### config.mk
export PLATFORM = sky130hd
export DESIGN_NAME = mem_cache_ctrl
export DESIGN_NICKNAME = d
export VERILOG_FILES = /design/src/rtl/mem_cache_ctrl.sv
export SDC_FILE = /design/constraint.sdc
export NUM_CORES = 1
export LEC_CHECK = 0
export BUFFER_PORTS_ARGS = -buffer_cell sky130_fd_sc_hd__buf_4
export CELL_PAD_IN_SITES_DETAIL_PLACEMENT = 0
export CELL_PAD_IN_SITES_GLOBAL_PLACEMENT = 2
export CORE_UTILIZATION = 49
export CTS_CLUSTER_DIAMETER = 50
export DETAILED_ROUTE_END_ITERATION = 16
export PLACE_DENSITY_LB_ADDON = 0.1
export SLEW_MARGIN = 20
export SYNTH_ARGS = -nofsm -noshare
export SYNTH_HDL_FRONTEND = slang
export SYNTH_SLANG_ARGS = --single-unit
### constraint.sdc
create_clock -name clk -period 3.4 [get_ports clk]
set_input_delay 0.68 -clock clk [delete_from_list [all_inputs] [get_ports clk]]
set_output_delay 0.68 -clock clk [all_outputs]
set_load 0.02 [all_outputs]
### src/rtl/mem_cache_ctrl.sv
// Direct-mapped, write-through, no-write-allocate cache for 16-bit CPU word accesses.
// Read misses refill a whole line from Memory one word per cycle; writes always go to Memory.
//
// state  | meaning
// IDLE   | waiting for a request; a flush clears every valid bit
// LOOKUP | compare tag, count hit/miss, pick the next step
// REFILL | fetch line words 0..LINE_WORDS-1 from Memory
// WRITE  | single Memory write cycle, update the line on a hit, write done pulse
// RESP   | read completion pulse
module mem_cache_ctrl #(
  parameter int NUM_LINES  = 16,
  parameter int LINE_WORDS = 4
) (
  input  logic        clk,
  input  logic        rst_n,
  input  logic        cpu_req,
  input  logic        cpu_we,
  input  logic [15:0] cpu_addr,
  input  logic [15:0] cpu_wdata,
  input  logic        cpu_flush,
  output logic        cpu_ready,
  output logic [15:0] cpu_rdata,
  output logic        cpu_rvalid,
  output logic        cpu_wdone,
  output logic [15:0] mem_address,
  output logic [15:0] mem_data_out,
  output logic        mem_write_en,
  input  logic [15:0] mem_data_in,
  output logic [15:0] hit_count,
  output logic [15:0] miss_count
);

  localparam int OFF_W = $clog2(LINE_WORDS);
  localparam int IDX_W = $clog2(NUM_LINES);
  localparam int TAG_W = 15 - OFF_W - IDX_W;

  localparam logic [2:0] S_IDLE   = 3'd0;
  localparam logic [2:0] S_LOOKUP = 3'd1;
  localparam logic [2:0] S_REFILL = 3'd2;
  localparam logic [2:0] S_WRITE  = 3'd3;
  localparam logic [2:0] S_RESP   = 3'd4;

  localparam logic [OFF_W-1:0] LAST_WORD = OFF_W'(LINE_WORDS - 1);

  logic [2:0]           state_q, state_d;
  logic [14:0]          addr_q;
  logic                 we_q;
  logic [15:0]          wdata_q;
  logic                 hit_q;
  logic [OFF_W-1:0]     cnt_q;
  logic [15:0]          rdata_q;
  logic [15:0]          hit_cnt_q;
  logic [15:0]          miss_cnt_q;
  logic [NUM_LINES-1:0] valid_q;

  logic [TAG_W-1:0]     tag_mem  [NUM_LINES];
  logic [15:0]          data_mem [NUM_LINES][LINE_WORDS];

  logic [OFF_W-1:0]     off;
  logic [IDX_W-1:0]     idx;
  logic [TAG_W-1:0]     tag;
  logic                 lookup_hit;
  logic                 accept;
  logic                 unused_addr_bit;

  // byte-address bit 0 has no meaning for word accesses
  assign unused_addr_bit = cpu_addr[0];

  assign off        = addr_q[OFF_W-1:0];
  assign idx        = addr_q[OFF_W +: IDX_W];
  assign tag        = addr_q[14 -: TAG_W];
  assign lookup_hit = valid_q[idx] && (tag_mem[idx] == tag);
  assign accept     = (state_q == S_IDLE) && cpu_req && !cpu_flush;

  // next-state selection
  always_comb begin
    state_d = state_q;
    case (state_q)
      S_IDLE:   if (accept) state_d = S_LOOKUP;
      S_LOOKUP: begin
        if (we_q)            state_d = S_WRITE;
        else if (lookup_hit) state_d = S_RESP;
        else                 state_d = S_REFILL;
      end
      S_REFILL: if (cnt_q == LAST_WORD) state_d = S_RESP;
      S_WRITE:  state_d = S_IDLE;
      S_RESP:   state_d = S_IDLE;
      default:  state_d = S_IDLE;
    endcase
  end

  // control registers, valid bits, read data and statistics counters
  always_ff @(posedge clk or negedge rst_n) begin
    if (!rst_n) begin
      state_q    <= S_IDLE;
      addr_q     <= '0;
      we_q       <= 1'b0;
      wdata_q    <= '0;
      hit_q      <= 1'b0;
      cnt_q      <= '0;
      rdata_q    <= '0;
      hit_cnt_q  <= '0;
      miss_cnt_q <= '0;
      valid_q    <= '0;
    end else begin
      state_q <= state_d;
      case (state_q)
        S_IDLE: begin
          if (cpu_flush) begin
            valid_q <= '0;
          end else if (cpu_req) begin
            addr_q  <= cpu_addr[15:1];
            we_q    <= cpu_we;
            wdata_q <= cpu_wdata;
          end
        end
        S_LOOKUP: begin
          hit_q <= lookup_hit;
          cnt_q <= '0;
          if (lookup_hit) begin
            if (hit_cnt_q != 16'hFFFF) hit_cnt_q <= hit_cnt_q + 16'd1;
            if (!we_q) rdata_q <= data_mem[idx][off];
          end else begin
            if (miss_cnt_q != 16'hFFFF) miss_cnt_q <= miss_cnt_q + 16'd1;
          end
        end
        S_REFILL: begin
          if (cnt_q == off) rdata_q <= mem_data_in;
          cnt_q <= cnt_q + OFF_W'(1);
          // the line only becomes usable once its last word is in place
          if (cnt_q == LAST_WORD) valid_q[idx] <= 1'b1;
        end
        default: ;
      endcase
    end
  end

  // tag and data storage, deliberately not reset
  always_ff @(posedge clk) begin
    if (state_q == S_REFILL) begin
      data_mem[idx][cnt_q] <= mem_data_in;
      if (cnt_q == LAST_WORD) tag_mem[idx] <= tag;
    end
    if ((state_q == S_WRITE) && hit_q) data_mem[idx][off] <= wdata_q;
  end

  // Memory-side address/data, all zero outside REFILL and WRITE
  always_comb begin
    mem_address  = '0;
    mem_data_out = '0;
    mem_write_en = 1'b0;
    if (state_q == S_REFILL) begin
      mem_address = {addr_q[14:OFF_W], cnt_q, 1'b0};
    end else if (state_q == S_WRITE) begin
      mem_address  = {addr_q, 1'b0};
      mem_data_out = wdata_q;
      mem_write_en = 1'b1;
    end
  end

  assign cpu_ready  = (state_q == S_IDLE) && !cpu_flush;
  assign cpu_rvalid = (state_q == S_RESP);
  assign cpu_wdone  = (state_q == S_WRITE);
  assign cpu_rdata  = rdata_q;
  assign hit_count  = hit_cnt_q;
  assign miss_count = miss_cnt_q;

endmodule
### After elaboration in Yosys (flattened, before gate mapping)

Memory sizes are Yosys's and may differ from the RTL's.
Index checks and enable logic that the tools add are counted.

* register bits: 102
* bits in latches: 0
* memory bits (writable): 1168
* bits in read-only memories: 0
* input port bits: 53
* output and inout bits: 84
* memories kept: 2

Memories
* data_mem: words 16, bits a word 64, read ports 1, clocked after memory_dff 0, wr ports 1, line 57 `logic [15:0] data_mem [NUM_LINES][LINE_WORDS];`
* tag_mem: words 16, bits a word 9, read ports 1, clocked after memory_dff 0, wr ports 1, line 56 `logic [TAG_W-1:0] tag_mem [NUM_LINES];`

* add/subtract/negate cells: 3
* multiply operators: 0
* div/mod/pow operators: 0
* $lt $le $gt $ge: 6
* equal/unequal tests: 15
* shift-type cells: 0
* mux-type cells: 101
* bitwise gates (word level): 69
* reductions and logical operators: 18

Operators by type and width (count)
* $mux 16: 13
* $mux 64: 2
* $mux 1: 73
* $demux 16 s2: 2
* $or 1x1->1: 64
* $pmux 16 s2: 2
* $add 16x1->16 const B: 2
* $bmux 16 s2: 1
* $ne 16x16->1 const B: 2
* $or 16x16->16: 1
* $mux 3: 4
* $ne 2x2->1 const B: 6
* $reduce_and 3->1: 4
* $eq 9x9->1: 1
* $pmux 3 s3: 1
* $logic_and 1x1->1: 8
* $eq 3x2->1 const B: 2
* $ge 3x3->1 const B: 2
* $lt 3x1->1 const B: 2
* $not 2->3: 2
* $lt 4x5->1 const B: 1
* $bmux 1 s4: 1
* $demux 1 s4: 1
* $ge 4x1->1 const B: 1
* 12 further kinds: 14

### Longest topological paths before layout

* depth in word-level cells: 7
* mapped depth: 13
* mapped depth without buffers: 8

### Worst setup path after synthesis

Ideal clock, no wire load.

* path kind: register to register
* start point: register state_q[0]
* end point: memory data_mem[7][32] (netlist name) (enable)
* arrival time: 2.865 ns
* data required time: 3.012 ns
* slack: 0.146 ns
* cell stages (with the launch flop): 8
* path buffers: 2
* path through: dfrtp_1 clkbuf_1 and2_1 nand2_1 nor3b_1 a21oi_1 clkbuf_1 nor2_1

* longest elaborated chain between the ends: 5
* elaborated cells between the ends (all ways): 8

Ends and longest elaborated chain
* from (decl): line 45 `logic [2:0] state_q, state_d;`
* from (signal assigned): line 106 `state_q <= state_d;`
* $eq 3x2->1
* net cpu_wdone: line 24 `output logic cpu_wdone,`
* $logic_and 1x1->1: line 144 `if ((state_q == S_WRITE) && hit_q) data_mem[idx][off] <= wdata_q;`
* $mux 1: line 144
* $mux 64 (not written as such): line 144
* $or 1x1->1 (no source line)
* to (decl): line 57

The timed path passes the listed nets, and every way through them passes these cells.

### Worst setup path in the final report

* start point: register addr_q[2]
* end point: register miss_cnt_q[1], in the netlist miss_count[1]

* longest elaborated chain between the ends: 5
* elaborated cells between the ends (all ways): 7

Ends and longest elaborated chain
* from (decl): line 46 `logic [14:0] addr_q;`
* from (signal assigned): line 112 `addr_q <= cpu_addr[15:1];`
* $mem_v2 16x9 or $bmux 1 s4 (tied branches)
* $eq 9x9->1 or $mux 1 (tied branches): line 72 `assign lookup_hit = valid_q[idx] && (tag_mem[idx] == tag);`
* $logic_and 1x1->1 *: line 72
* $not 1->1 (no source line) *
* $reduce_and 3->1 (no source line) *
* to (signal assigned): line 124 `if (miss_cnt_q != 16'hFFFF) miss_cnt_q <= miss_cnt_q + 16'd1;`
* to (decl): line 53 `logic [15:0] miss_cnt_q;`

Every way passes the cells marked *; elsewhere a longest branch is shown, timed or not. The select of a mux whose other input is x is not followed.
A chain may end at the register's enable or synchronous reset.

==> flow_summary.ini <==
[clock_tree]
path_clk_slew_ps = 60
htree_num_levels = 4
cts_tree = yes
cts_root_buffer = clkbuf_16
cts_sinks = 1270
ctsLongestPathBuffers = 3
cts_hold_buf = 0
clkLatencyLatePin_ps = 750
cts_buffers = 144

[sta]
setup-violations-final = 0
slew_headroom = 0.2555
period_share = 0.9457
slew_violations = 0
grt_setup_unrepaired = no
period_needed_ps = 3215
setup_ws_ps = 184.7
fmax_ghz = 0.3110
hold_violations = 0
clock-skew-final_ps = 27.40
worst_slew_pin_slew_ps = 1117

[grt]
grt_pass1_wl_mm = 189.6
overflow = 0
grt_pass1_vias = 27090
antenna_found_initial = 6
grt_max_degree = 67
grt_use_total = 0.2585

[route]
drt-initial-drc-count = 2556
wl_per_cell_microns = 30.13
drt-pass1-iter-count = 5
via_per_inst = 5.958
drcViolationCount = 0
wirelength_mm = 132.3
vias = 26150
ant_nets = 0

[finish]
seq_area_sq_um = 37640
nNetsFinal = 2972
multi_input_area_sq_um = 12520
drive_above_1_share = 0.3279
final_util = 0.5824
area_delta_synth_final_pct = 17.16
layout_commonest_cell = edfxtp_1
fillers = 7558
final_cell_mix = edfxtp_1, buf_4, mux4_2, clkbuf_16, mux2i_1

[placement]
routabilityCongestion = 0.8029
portBuffers = 134
place_ws_ps = -41.83
hpwl_mm = 81.98

[die]
io_pins = 137
die-width_microns = 324.2
dieArea_sq_um = 105100
initial_core_util = 0.4971
rows = 117
die_y_microns = 324.2
core-area_sq_um = 102300

[logic_synthesis]
syn_area_per_cell_sq_um = 19.82
yosysWarnings = 0
synthCells = 2566
synth.area.top_cells = edfxtp_1, mux4_2, dfrtp_1
syn-cell-area_sq_um = 50860
synth_edf_count = 1168
yosys.area.top_type = edfxtp_1
ys.flop_type = edfxtp_1
yosysSeqAreaShare = 0.7398
synth_top_cell_area_share = 0.6896
ys_types = 64
async_flop_share = 0.08031
ys_ff_latch = 1270
synth_fp_nets = 2625

[min_path]
min_path_type = in -> async

[run]
maxCapViolCount = 0

[setup_path]
timing.rr.start = addr_q[2]$_DFFE_PN0P_
rrSetupSlack_ps = 180
path_class = reg -> reg
cp_max_fo = 13
reg2reg_to = miss_count[1]$_DFFE_PN0P_
reg2reg_depth = 9
worst_setup_path_end_kind = flop
critical_path_required_ps = 4010
critPathArrivalTime_ps = 3820
crit_path_start_kind = flop

[power_and_ir_drop]
total_power_uw = 48620
power.leakage_uw = 0.02009
peakVddDrop_mv = 0.4871
p_per_area_nw_per_um2 = 816.0

[status]
status = finished clean
==> layout make-up <==
type,count,area share
Antenna cell,3,0.0001260
Inverter,24,0.001512
Tap cell,1368,0.02872
Clock buffer,186,0.06591
Sequential cell,1270,0.6317
Multi-Input combinational cell,1125,0.2100
Clock inverter,66,0.01161
Timing Repair Buffer,348,0.05041
==> cell families (layout without fill, tap and decap cells) <==
kind of cell,after synthesis,in the layout,synth area share
flip-flops,1270,1270,0.7398
buffers and inverters,171,624,0.01690
XOR/XNOR,37,37,0.006371
adder cells (fa/ha/maj),6,6,0.001476
other,1,4,0.00007373
AO/OA/AOI/OAI,207,207,0.03114
multiplexers,491,491,0.1660
AND/OR/NAND/NOR,383,383,0.03828
==> cell usage after synthesis (all sizes together) (5+ instances only) <==
master,count
mux2,100
mux4,272
a2111oi,33
and2,20
nand2,64
o21ai,6
nor4,20
xor2,24
a22oi,54
and3,26
nor2,134
a21oi,24
nor3,14
nor3b,9
dfrtp,102
xnor2,13
inv,24
edfxtp,1168
nor2b,41
buf,90
a211oi,49
nand3,30
ha,6
nand4,9
o21a,16
clkbuf,57
mux2i,119
a21o,5
==> routing by layer <==
| metal | part of all wire | routed length, microns | global-route usage |
|---|---|---|---|
| met1 | 0.40 | 53530 | 0.3455 |
| met2 | 0.48 | 63740 | 0.4066 |
| met5 | 0.0016 | 207 | 0.009259 |
| met3 | 0.069 | 9136 | 0.05946 |
| met4 | 0.043 | 5657 | 0.1152 |
==> through the flow <==
step / hold WS (ps) / setup TNS (ps) / area (sq um) / cells
6_report: 74.81 / 0 / 59590 / 4390
5_1_grt: 124.9 / 0 / 59590 / 4388
4_1_cts: 71.37 / 0 / 59520 / 4381
3_5_place_dp: 475.5 / -41.83 / 54890 / 4129
3_3_place_gp: 468.3 / 0 / 54890 / 4129
2_1_floorplan: 384.4 / 0 / 50860 / 2566
==> registers in the layout, indices dropped and copies added (netlist names) <==
| register | flops |
|---|---|
| tag_mem | 144 |
| cpu_rdata | 16 |
| we_q | 1 |
| hit_count | 16 |
| miss_count | 16 |
| addr_q | 15 |
| hit_q | 1 |
| state_q | 3 |
| cnt_q | 2 |
| wdata_q | 16 |
| valid_q | 16 |
| data_mem | 1024 |
==> critical path, stage by stage (launching register included) <==
cell and delay (ps):
dfrtp_4 500, buf_4 180, mux4_2 520, xor2_1 150, a211oi_1 210, and4_1 230, o2111a_2 280, nand4_2 360
and2_1 340, mux2_1 310
==> worst max-delay path by stage <==
stage                                start                         to  slack, ps  cells after the start
finish               addr_q[2]$_DFFE_PN0P_  miss_count[1]$_DFFE_PN0P_        180                      9
global route         addr_q[4]$_DFFE_PN0P_   cpu_rdata[9]$_DFFE_PN0P_          1                     10
CTS                  addr_q[3]$_DFFE_PN0P_  miss_count[1]$_DFFE_PN0P_         30                      8
detailed placement   addr_q[5]$_DFFE_PN0P_   cpu_rdata[9]$_DFFE_PN0P_        -40                     10
global placement     addr_q[3]$_DFFE_PN0P_  miss_count[1]$_DFFE_PN0P_         40                      8
floorplan           state_q[0]$_DFFE_PN0P_  data_mem[7][32]$_DFFE_PP_        150                      7
==> where the power goes <==
part / leakage (uW) / internal [uW] / switching (uW)
combinational: 0.00605 / 6400 / 8100
sequential: 0.0118 / 18000 / 992
clock: 0.00224 / 9060 / 6080
==> what timing repair did <==
action | in CTS | in global routing
hold endpoints to repair | 0 | 0
gates resized for setup | 1 | 3
endpoints found under the setup margin | 1 | 6
setup buffers | 0 | 6
Note: power is estimated with default switching activity, not from simulation.
